[src/rtl/alu_ctrl_stage_if.sv]
// Decode-to-execute control bundle between the decoder/hazard logic and the ALU control stage.
interface alu_ctrl_stage_if;
   logic       valid_i;
   logic [2:0] aluop_i;
   logic [5:0] funct_i;
   logic [4:0] shamt_i;
   logic       stall_i;
   logic       flush_i;
   logic [3:0] ctrl_o;
   logic [4:0] shamt_o;
   logic       valid_o;
   logic       illegal_o;
   logic       busy_o;

   modport slave (
      input  valid_i, aluop_i, funct_i, shamt_i, stall_i, flush_i,
      output ctrl_o, shamt_o, valid_o, illegal_o, busy_o
   );

   modport master (
      output valid_i, aluop_i, funct_i, shamt_i, stall_i, flush_i,
      input  ctrl_o, shamt_o, valid_o, illegal_o, busy_o
   );
endinterface

[src/rtl/alu_ctrl_stage.sv]
// ID/EX ALU control stage: decodes aluop/funct into ALU control and shift amount, with stall/flush.
// Define ALU_CTRL_MULT_EN to decode mult and sequence its MULT_LAT-cycle occupancy.
module alu_ctrl_stage #(
   parameter int MULT_LAT = 3
) (
   input  logic             clk_i,
   input  logic             rst_i,
   alu_ctrl_stage_if.slave  bus
);

   if (MULT_LAT < 1 || MULT_LAT > 15) begin : g_lat_check
      $error("MULT_LAT must be 1..15");
   end

   logic [3:0] w_ctrl;
   logic [4:0] w_shamt;
   logic       w_ill;
   logic       w_sll;
   logic       w_mult;
   logic       w_busy;
   logic       w_hold;

   logic [3:0] r_ctrl_p1;
   logic [4:0] r_shamt_p1;
   logic       r_ill_p1;
   logic       r_vld_p1;

   // Decode: illegal encodings fall through with ctrl 0000 and the illegal flag set
   always_comb begin
      w_ctrl = 4'b0000;
      w_ill  = 1'b0;
      w_sll  = 1'b0;
      w_mult = 1'b0;
      case (bus.aluop_i)
         3'b000: w_ctrl = 4'b0010;
         3'b001: w_ctrl = 4'b0110;
         3'b010: begin
            case (bus.funct_i)
               6'b100000: w_ctrl = 4'b0010;
               6'b100010: w_ctrl = 4'b0110;
               6'b100100: w_ctrl = 4'b0000;
               6'b100101: w_ctrl = 4'b0001;
               6'b100111: w_ctrl = 4'b1100;
               6'b101010: w_ctrl = 4'b0111;
               6'b000000: begin
                  w_ctrl = 4'b0101;
                  w_sll  = 1'b1;
               end
               6'b000110: w_ctrl = 4'b1111;
`ifdef ALU_CTRL_MULT_EN
               6'b011000: begin
                  w_ctrl = 4'b0011;
                  w_mult = 1'b1;
               end
`endif
               default:   w_ill  = 1'b1;
            endcase
         end
         3'b011: w_ctrl = 4'b0111;
         3'b100: w_ctrl = 4'b0100;
         3'b101: w_ctrl = 4'b0001;
         3'b110: w_ctrl = 4'b0000;
         default: w_ill = 1'b1;
      endcase
   end

   assign w_shamt = w_sll ? bus.shamt_i : 5'd0;

`ifdef ALU_CTRL_MULT_EN
   localparam logic [3:0] CNT_LOAD = 4'(MULT_LAT - 1);
   logic [3:0] r_cnt;

   // Occupancy counter keeps running under stall so the multiply still completes
   always_ff @(posedge clk_i or posedge rst_i) begin
      if (rst_i) begin
         r_cnt <= 4'd0;
      end else if (bus.flush_i) begin
         r_cnt <= 4'd0;
      end else if (r_cnt != 4'd0) begin
         r_cnt <= r_cnt - 4'd1;
      end else if (!bus.stall_i && bus.valid_i && w_mult) begin
         r_cnt <= CNT_LOAD;
      end
   end

   assign w_busy = (r_cnt != 4'd0);
`else
   assign w_busy = 1'b0;
`endif

   assign w_hold = bus.stall_i | w_busy;

   // ID/EX boundary register
   always_ff @(posedge clk_i or posedge rst_i) begin
      if (rst_i) begin
         r_ctrl_p1  <= 4'd0;
         r_shamt_p1 <= 5'd0;
         r_ill_p1   <= 1'b0;
         r_vld_p1   <= 1'b0;
      end else if (bus.flush_i) begin
         r_ctrl_p1  <= 4'd0;
         r_shamt_p1 <= 5'd0;
         r_ill_p1   <= 1'b0;
         r_vld_p1   <= 1'b0;
      end else if (!w_hold) begin
         r_vld_p1   <= bus.valid_i;
         r_ctrl_p1  <= bus.valid_i ? w_ctrl  : 4'd0;
         r_shamt_p1 <= bus.valid_i ? w_shamt : 5'd0;
         r_ill_p1   <= bus.valid_i & w_ill;
      end
   end

   assign bus.ctrl_o    = r_ctrl_p1;
   assign bus.shamt_o   = r_shamt_p1;
   assign bus.illegal_o = r_ill_p1;
   assign bus.valid_o   = r_vld_p1 & ~w_busy;
   assign bus.busy_o    = w_busy;

endmodule

[src/flat_wrapper.sv]
// flat-port wrapper written by rule: the top's interface ports become plain ports
module alu_ctrl_stage_flat 
#(
   parameter int MULT_LAT = 3
)
  (clk_i, rst_i, bus_valid_i, bus_aluop_i, bus_funct_i, bus_shamt_i, bus_stall_i, bus_flush_i, bus_ctrl_o, bus_shamt_o, bus_valid_o, bus_illegal_o, bus_busy_o);
  alu_ctrl_stage_if bus_i ();
  input  logic clk_i;
  input  logic rst_i;
  input wire logic [$bits(bus_i.valid_i)-1:0] bus_valid_i;
  input wire logic [$bits(bus_i.aluop_i)-1:0] bus_aluop_i;
  input wire logic [$bits(bus_i.funct_i)-1:0] bus_funct_i;
  input wire logic [$bits(bus_i.shamt_i)-1:0] bus_shamt_i;
  input wire logic [$bits(bus_i.stall_i)-1:0] bus_stall_i;
  input wire logic [$bits(bus_i.flush_i)-1:0] bus_flush_i;
  output wire logic [$bits(bus_i.ctrl_o)-1:0] bus_ctrl_o;
  output wire logic [$bits(bus_i.shamt_o)-1:0] bus_shamt_o;
  output wire logic [$bits(bus_i.valid_o)-1:0] bus_valid_o;
  output wire logic [$bits(bus_i.illegal_o)-1:0] bus_illegal_o;
  output wire logic [$bits(bus_i.busy_o)-1:0] bus_busy_o;
  assign bus_i.valid_i = bus_valid_i;
  assign bus_i.aluop_i = bus_aluop_i;
  assign bus_i.funct_i = bus_funct_i;
  assign bus_i.shamt_i = bus_shamt_i;
  assign bus_i.stall_i = bus_stall_i;
  assign bus_i.flush_i = bus_flush_i;
  assign bus_ctrl_o = bus_i.ctrl_o;
  assign bus_shamt_o = bus_i.shamt_o;
  assign bus_valid_o = bus_i.valid_o;
  assign bus_illegal_o = bus_i.illegal_o;
  assign bus_busy_o = bus_i.busy_o;
  alu_ctrl_stage #(.MULT_LAT(MULT_LAT)) u_core (.clk_i(clk_i), .rst_i(rst_i), .bus(bus_i));
endmodule
[config.mk]
export PLATFORM = sky130hd
export DESIGN_NAME = alu_ctrl_stage_flat
export DESIGN_NICKNAME = d
export VERILOG_FILES = /design/src/rtl/alu_ctrl_stage_if.sv /design/src/rtl/alu_ctrl_stage.sv /design/src/flat_wrapper.sv
export SDC_FILE = /design/constraint.sdc
export NUM_CORES = 1
export LEC_CHECK = 0
export ABC_AREA = 1
export BUFFER_PORTS_ARGS = -buffer_cell sky130_fd_sc_hd__buf_2
export CORE_MARGIN = 1
export CORE_UTILIZATION = 49
export DETAILED_ROUTE_END_ITERATION = 7
export GPL_TIMING_DRIVEN = 0
export HOLD_SLACK_MARGIN = 0.12
export PLACE_DENSITY = 0.81
export SLEW_MARGIN = 5
export SYNTH_ARGS = -nofsm -noshare
export SYNTH_HDL_FRONTEND = slang
export SYNTH_SLANG_ARGS = --single-unit
[constraint.sdc]
create_clock -name clk_i -period 1.2 [get_ports clk_i]
set_input_delay 0.24 -clock clk_i [delete_from_list [all_inputs] [get_ports clk_i]]
set_output_delay 0.24 -clock clk_i [all_outputs]
set_load 0.02 [all_outputs]
==> results.cfg, run 1 <==
[status]
outcome = completed

[global_route]
antenna_found_initial = 0
grt.total_usage_pct = 19.59
grt_pass1_vias = 532
overflow = 0
grt_pass1_wl_um = 2125
grt_max_degree = 12

[clocking]
clk_path_buf_depth = 2
cts_resized = 0
cts_tree = yes
cts_sinks = 11
path_clk_slew_ns = 0.07
worstSkewPairLatency_ns = 0.26
post_cts_buffers = 0
cts_root_buffer = clkbuf_4
cts_buffers = 3
hold_buffers = 1
htree_num_levels = 1

[setup_path]
worstPathCellList = buf_2
cp_top_family = flip-flops
arrival_ns = 0.80
cp_num_buf_inv = 1
path_class = flop to output pin
crit_required_ns = 0.96
critPathLaunchType = flop
cp_slowest_cell = dfrtp_1
crit_path_end_kind = output pin
critPathMaxFanout = 2
crit_path_max_incr_delay_ns = 0.38

[drt]
ant_nets = 0
drt_wl_total_um = 1408
firstDrtPassIters = 4
initialDrtViolationCount = 7
detail_route.wl_per_cell_um = 9.450
via_per_inst = 4.658
via_count = 694
drc = 0

[worst_hold_path]
hold_class = input pin to flop

[timing]
maxSlewViolCount = 0
finalCritPeriodShare_pct = 86.33
rsz0062_at_grt = false
tns_ns = 0
clock-skew-final_ns = 0
finalSetupViolations = 0
clock.fmax_ghz = 0.9652
fin_crit_ns = 1.036
hold_violations = 0
holdWs_ns = 0.2336

[synth]
syn-num-nets = 119
syn_area_per_cell_um2 = 7.407
synth_cell_types = 19
synth_top_area_cell = dfrtp_1
synth.top_cell.area_share_pct = 37.16
synth_commonest_cells = nand2_1 (34), dfrtp_1 (11), inv_1 (9)
syn_area_um2 = 740.7
ys_seq_elements = 11
ys_async_sr_fraction_pct = 100.0
yosysMostFrequentCell = nand2_1
synth_cells = 100
synth_area_leaders = dfrtp_1 (37%), nand2_1 (17%), nor2_4 (7.6%), o21ai_2 (5.9%), nand3_1 (5.4%)
synth_edf_count = 0
ys_seq_area_share_pct = 37.16
ys_warn_count = 0
synthFlopType = dfrtp_1

[cells_and_area]
finalNetCount = 154
synthToLayoutAreaGrowth_pct = 27.03
post_route_cells_drive_above_1_share_pct = 41.04
antenna_cells = 0
utilization_pct = 69.69

[placement]
hpwl_um = 1175
place.gp.congestion = 0.7484
portBuffers = 29

[die]
core_um2 = 1350
die_h_um = 40.88
ios = 31
num_rows = 13
start_util_pct = 54.87
die_w_um = 40.88
dieArea_um2 = 1671

[power]
p_leak_nw = 0.5360
peakVddDrop_v = 0.0005075
p_per_area_nw_per_um2 = 819.5

[flow_run]
maxCapViolCount = 0
==> power by group <==
group          internal (mW)  switching (mW)
combinational         0.0555          0.0968
clock                  0.128           0.111
sequential             0.377         0.00293
==> placed cells by master, fill, tap and decap left out <==
| cell type | count |
|---|---|
| inv_2 | 4 |
| clkbuf_4 | 3 |
| inv_1 | 9 |
| o21ai_2 | 5 |
| nand2_1 | 34 |
| nand4_1 | 1 |
| buf_4 | 1 |
| nand3_1 | 8 |
| clkbuf_1 | 1 |
| dfrtp_1 | 11 |
| buf_2 | 30 |
| nand4_4 | 1 |
| a21oi_2 | 1 |
| nor2_4 | 5 |
| nand3_2 | 1 |
| o21ai_1 | 5 |
| conb_1 | 1 |
| nor2_2 | 4 |
| a211oi_1 | 1 |
| o21ai_0 | 2 |
| nor2_1 | 5 |
| dlygate4sd3_1 | 1 |
==> worst paths after layout <==
check | slack (ns) | cells past startpoint | to | start
hold / removal | 0.23 | 3 | u_core.bus.shamt_o[2] | bus_shamt_i[2]
setup reg to reg | 0.59 | 2 | u_core.bus.shamt_o[0] | u_core.bus.shamt_o[0]
min in group asynchronous | 0.50 | 3 | u_core.bus.ctrl_o[2] | rst_i
setup / recovery | 0.16 | 1 | bus_ctrl_o[1] | u_core.bus.ctrl_o[1]
hold reg to reg | 0.47 | 2 | u_core.bus.ctrl_o[0] | u_core.bus.ctrl_o[0]
max in group asynchronous | 0.42 | 3 | u_core.bus.ctrl_o[1] | rst_i
==> cell type report <==
cell class	count	area, um^2
Buffer	2	12.51
Clock buffer	4	26.28
Fill cell	117	409.1
Inverter	13	48.80
Multi-Input combinational cell	74	404.1
Sequential cell	11	275.3
Tap cell	15	18.77
Timing Repair Buffer	30	155.1
==> layer usage <==
layer | global-route usage, % | vias to the layer above | share of wire, %
li1 | - | 383 | -
met1 | 21.71 | 287 | 45
met2 | 35.16 | 22 | 49
met3 | 1.630 | 2 | 4.5
met4 | 12.50 | 0 | 1.3
met5 | 0 | - | 0
==> flip-flops by register name, indices dropped and copies added, names as in the netlist <==
name / cells
u_core.bus.illegal_o: 1
u_core.bus.shamt_o: 5
u_core.bus.ctrl_o: 4
u_core.bus.valid_o: 1
==> metrics by stage <==
stage,std cells,setup slack [ns],power (mW),area [um^2]
2_1_floorplan,100,0.2692,0.4738,740.7
3_3_place_gp,144,0.02564,0.5333,904.6
3_5_place_dp,144,0.01747,0.5376,904.6
4_1_cts,149,0.1542,0.7812,940.9
5_1_grt,149,0.1107,0.8174,940.9
6_report,149,0.1640,0.7710,940.9
==> cell families after synthesis <==
group / share of synthesized area, %
flip-flops: 37.16
AO/OA/AOI/OAI: 12.84
buffers and inverters: 8.276
AND/OR/NAND/NOR: 41.22
other: 0.5063
==> tightest hold or removal path: stages <==
cell,delay (ns)
buf_2,0.09
nand2_1,0.07
o21ai_2,0.05
Power figures use the tool's default switching activity.
==> run 2, diff against run 1 <==
--- a/config.mk
+++ b/config.mk
@@ -11,8 +11,8 @@
 export CORE_UTILIZATION = 49
 export DETAILED_ROUTE_END_ITERATION = 7
 export GPL_TIMING_DRIVEN = 0
-export HOLD_SLACK_MARGIN = 0.12
-export PLACE_DENSITY = 0.81
+export HOLD_SLACK_MARGIN = 0.1
+export PLACE_DENSITY = 0.79
 export SLEW_MARGIN = 5
 export SYNTH_ARGS = -nofsm -noshare
 export SYNTH_HDL_FRONTEND = slang
==> run 2 against run 1 <==
Wire length rose by 3.4%. Sequential share of layout area did not move. Power rose by 0.91%. First-iteration DRC count fell by 71%. Die area did not move. Register-to-register slack barely moved. Sequential cell count did not move. Clock skew did not move. Maximum frequency fell by 2.7%. Utilization did not move. Cell count did not move. Largest power group unchanged.
==> results.cfg, run 2 (synthesis gave the netlist of run 1 again) <==
[status]
outcome = completed

[global_route]
grt_max_degree = 12
overflow = 0
grt.total_usage_pct = 20.90
antenna_found_initial = 0
grt_pass1_vias = 604
grt_pass1_wl_um = 2228

[worst_hold_path]
hold_class = input pin to flop
hold_depth = 3

[die]
num_rows = 13
core_um2 = 1350
dieArea_um2 = 1671
ios = 31
die_h_um = 40.88
die_w_um = 40.88
start_util_pct = 54.87

[cells_and_area]
synthToLayoutAreaGrowth_pct = 27.03
antenna_cells = 0
largest_reg_flops = 5
final_common_cell = nand2_1
final_cell_mix = nand2_1 (34), buf_2 (30), dfrtp_1 (11)
finalNetCount = 154
post_route_cells_drive_above_1_share_pct = 41.04
post_layout_nonfiller_instances = 149
design_area_um2 = 940.9

[power]
peakVddDrop_v = 0.0005063
p_total_mw = 0.7781
p_seq_share_pct = 48.8
pwr-share-clk_pct = 31.6
p_per_area_nw_per_um2 = 826.9
share_comb_of_total_power_pct = 19.6
p_int_mw = 0.5606
p_sw_mw = 0.2175
swShare_pct = 27.95
p_leak_nw = 0.5360

[drt]
via_count = 718
drc = 0
drt_wl_total_um = 1456
detail_route.wl_per_cell_um = 9.772
ant_nets = 0
initialDrtViolationCount = 2
firstDrtPassIters = 4
via_per_inst = 4.819

[setup_path]
path_class = flop to output pin
arrival_ns = 0.82
critPathLaunchType = flop
r2r_cells = 2
crit_required_ns = 0.96
crit_path_end_kind = output pin
worstPathCellList = buf_2
crit_cells = 1
cp_slowest_cell = dfrtp_1
cp_num_buf_inv = 1
crit_path_max_incr_delay_ns = 0.40
critPathMaxFanout = 2
cp_top_family = flip-flops

[clocking]
cts_resized = 0
path_clk_slew_ns = 0.07
cts_root_buffer = clkbuf_4
clk_path_buf_depth = 2
hold_buffers = 1
cts_sinks = 11
worstSkewPairLatency_ns = 0.26
htree_num_levels = 1
cts_buffers = 3
post_cts_buffers = 0
cts_tree = yes

[flow_run]
maxCapViolCount = 0

[placement]
place.gp.congestion = 0.7455
hpwl_um = 1172
dp.cells = 144
portBuffers = 29
dpl_cell_area_um2 = 904.6

[timing]
maxSlewViolCount = 0
clock.fmax_ghz = 0.9392
finalCritPeriodShare_pct = 88.73
tns_ns = 0
holdWs_ns = 0.2275
finalSetupViolations = 0
hold_violations = 0
rsz0062_at_grt = false
fin_crit_ns = 1.065
clock-skew-final_ns = 0
## run 2: metrics by stage
step | utilization [%] | setup WS [ns]
2_1_floorplan | - | 0.2692
3_3_place_gp | 67.01 | 0.02521
3_5_place_dp | 67.01 | 0.02717
4_1_cts | 69.69 | 0.1300
5_1_grt | 69.69 | 0.1125
6_report | 69.69 | 0.1352
## run 2: worst paths after layout
path                                        from                    end  slack [ns]
setup / recovery            u_core.bus.ctrl_o[3]          bus_ctrl_o[3]        0.14
hold / removal                    bus_shamt_i[0]  u_core.bus.shamt_o[0]        0.23
setup reg to reg           u_core.bus.shamt_o[2]  u_core.bus.shamt_o[2]        0.58
hold reg to reg             u_core.bus.ctrl_o[0]   u_core.bus.ctrl_o[0]        0.47
max in group asynchronous                  rst_i   u_core.bus.ctrl_o[2]        0.41
min in group asynchronous                  rst_i   u_core.bus.ctrl_o[3]        0.50
## run 2: power groups by stage
stage / logic [mW] / clock network [mW] / registers [mW]
2_1_floorplan: 0.0791 / 0 / 0.395
3_3_place_gp: 0.147 / 0 / 0.387
3_5_place_dp: 0.151 / 0 / 0.387
4_1_cts: 0.154 / 0.257 / 0.379
5_1_grt: 0.172 / 0.269 / 0.381
6_report: 0.152 / 0.246 / 0.380
## run 2: final cells by class
type                            instances  area (um^2)
Fill cell                             124        409.1
Timing Repair Buffer                   30        155.1
Clock buffer                            4        26.28
Buffer                                  2        12.51
Sequential cell                        11        275.3
Tap cell                               15        18.77
Multi-Input combinational cell         74        404.1
Inverter                               13        48.80
## run 2: routing by layer
| metal | global-route usage (%) | wire [um] | vias up |
|---|---|---|---|
| li1 | - | - | 382 |
| met1 | 21.26 | 624 | 311 |
| met2 | 37.89 | 730 | 21 |
| met3 | 1.630 | 54 | 4 |
| met4 | 17.50 | 46 | 0 |
| met5 | 0 | 0 | - |
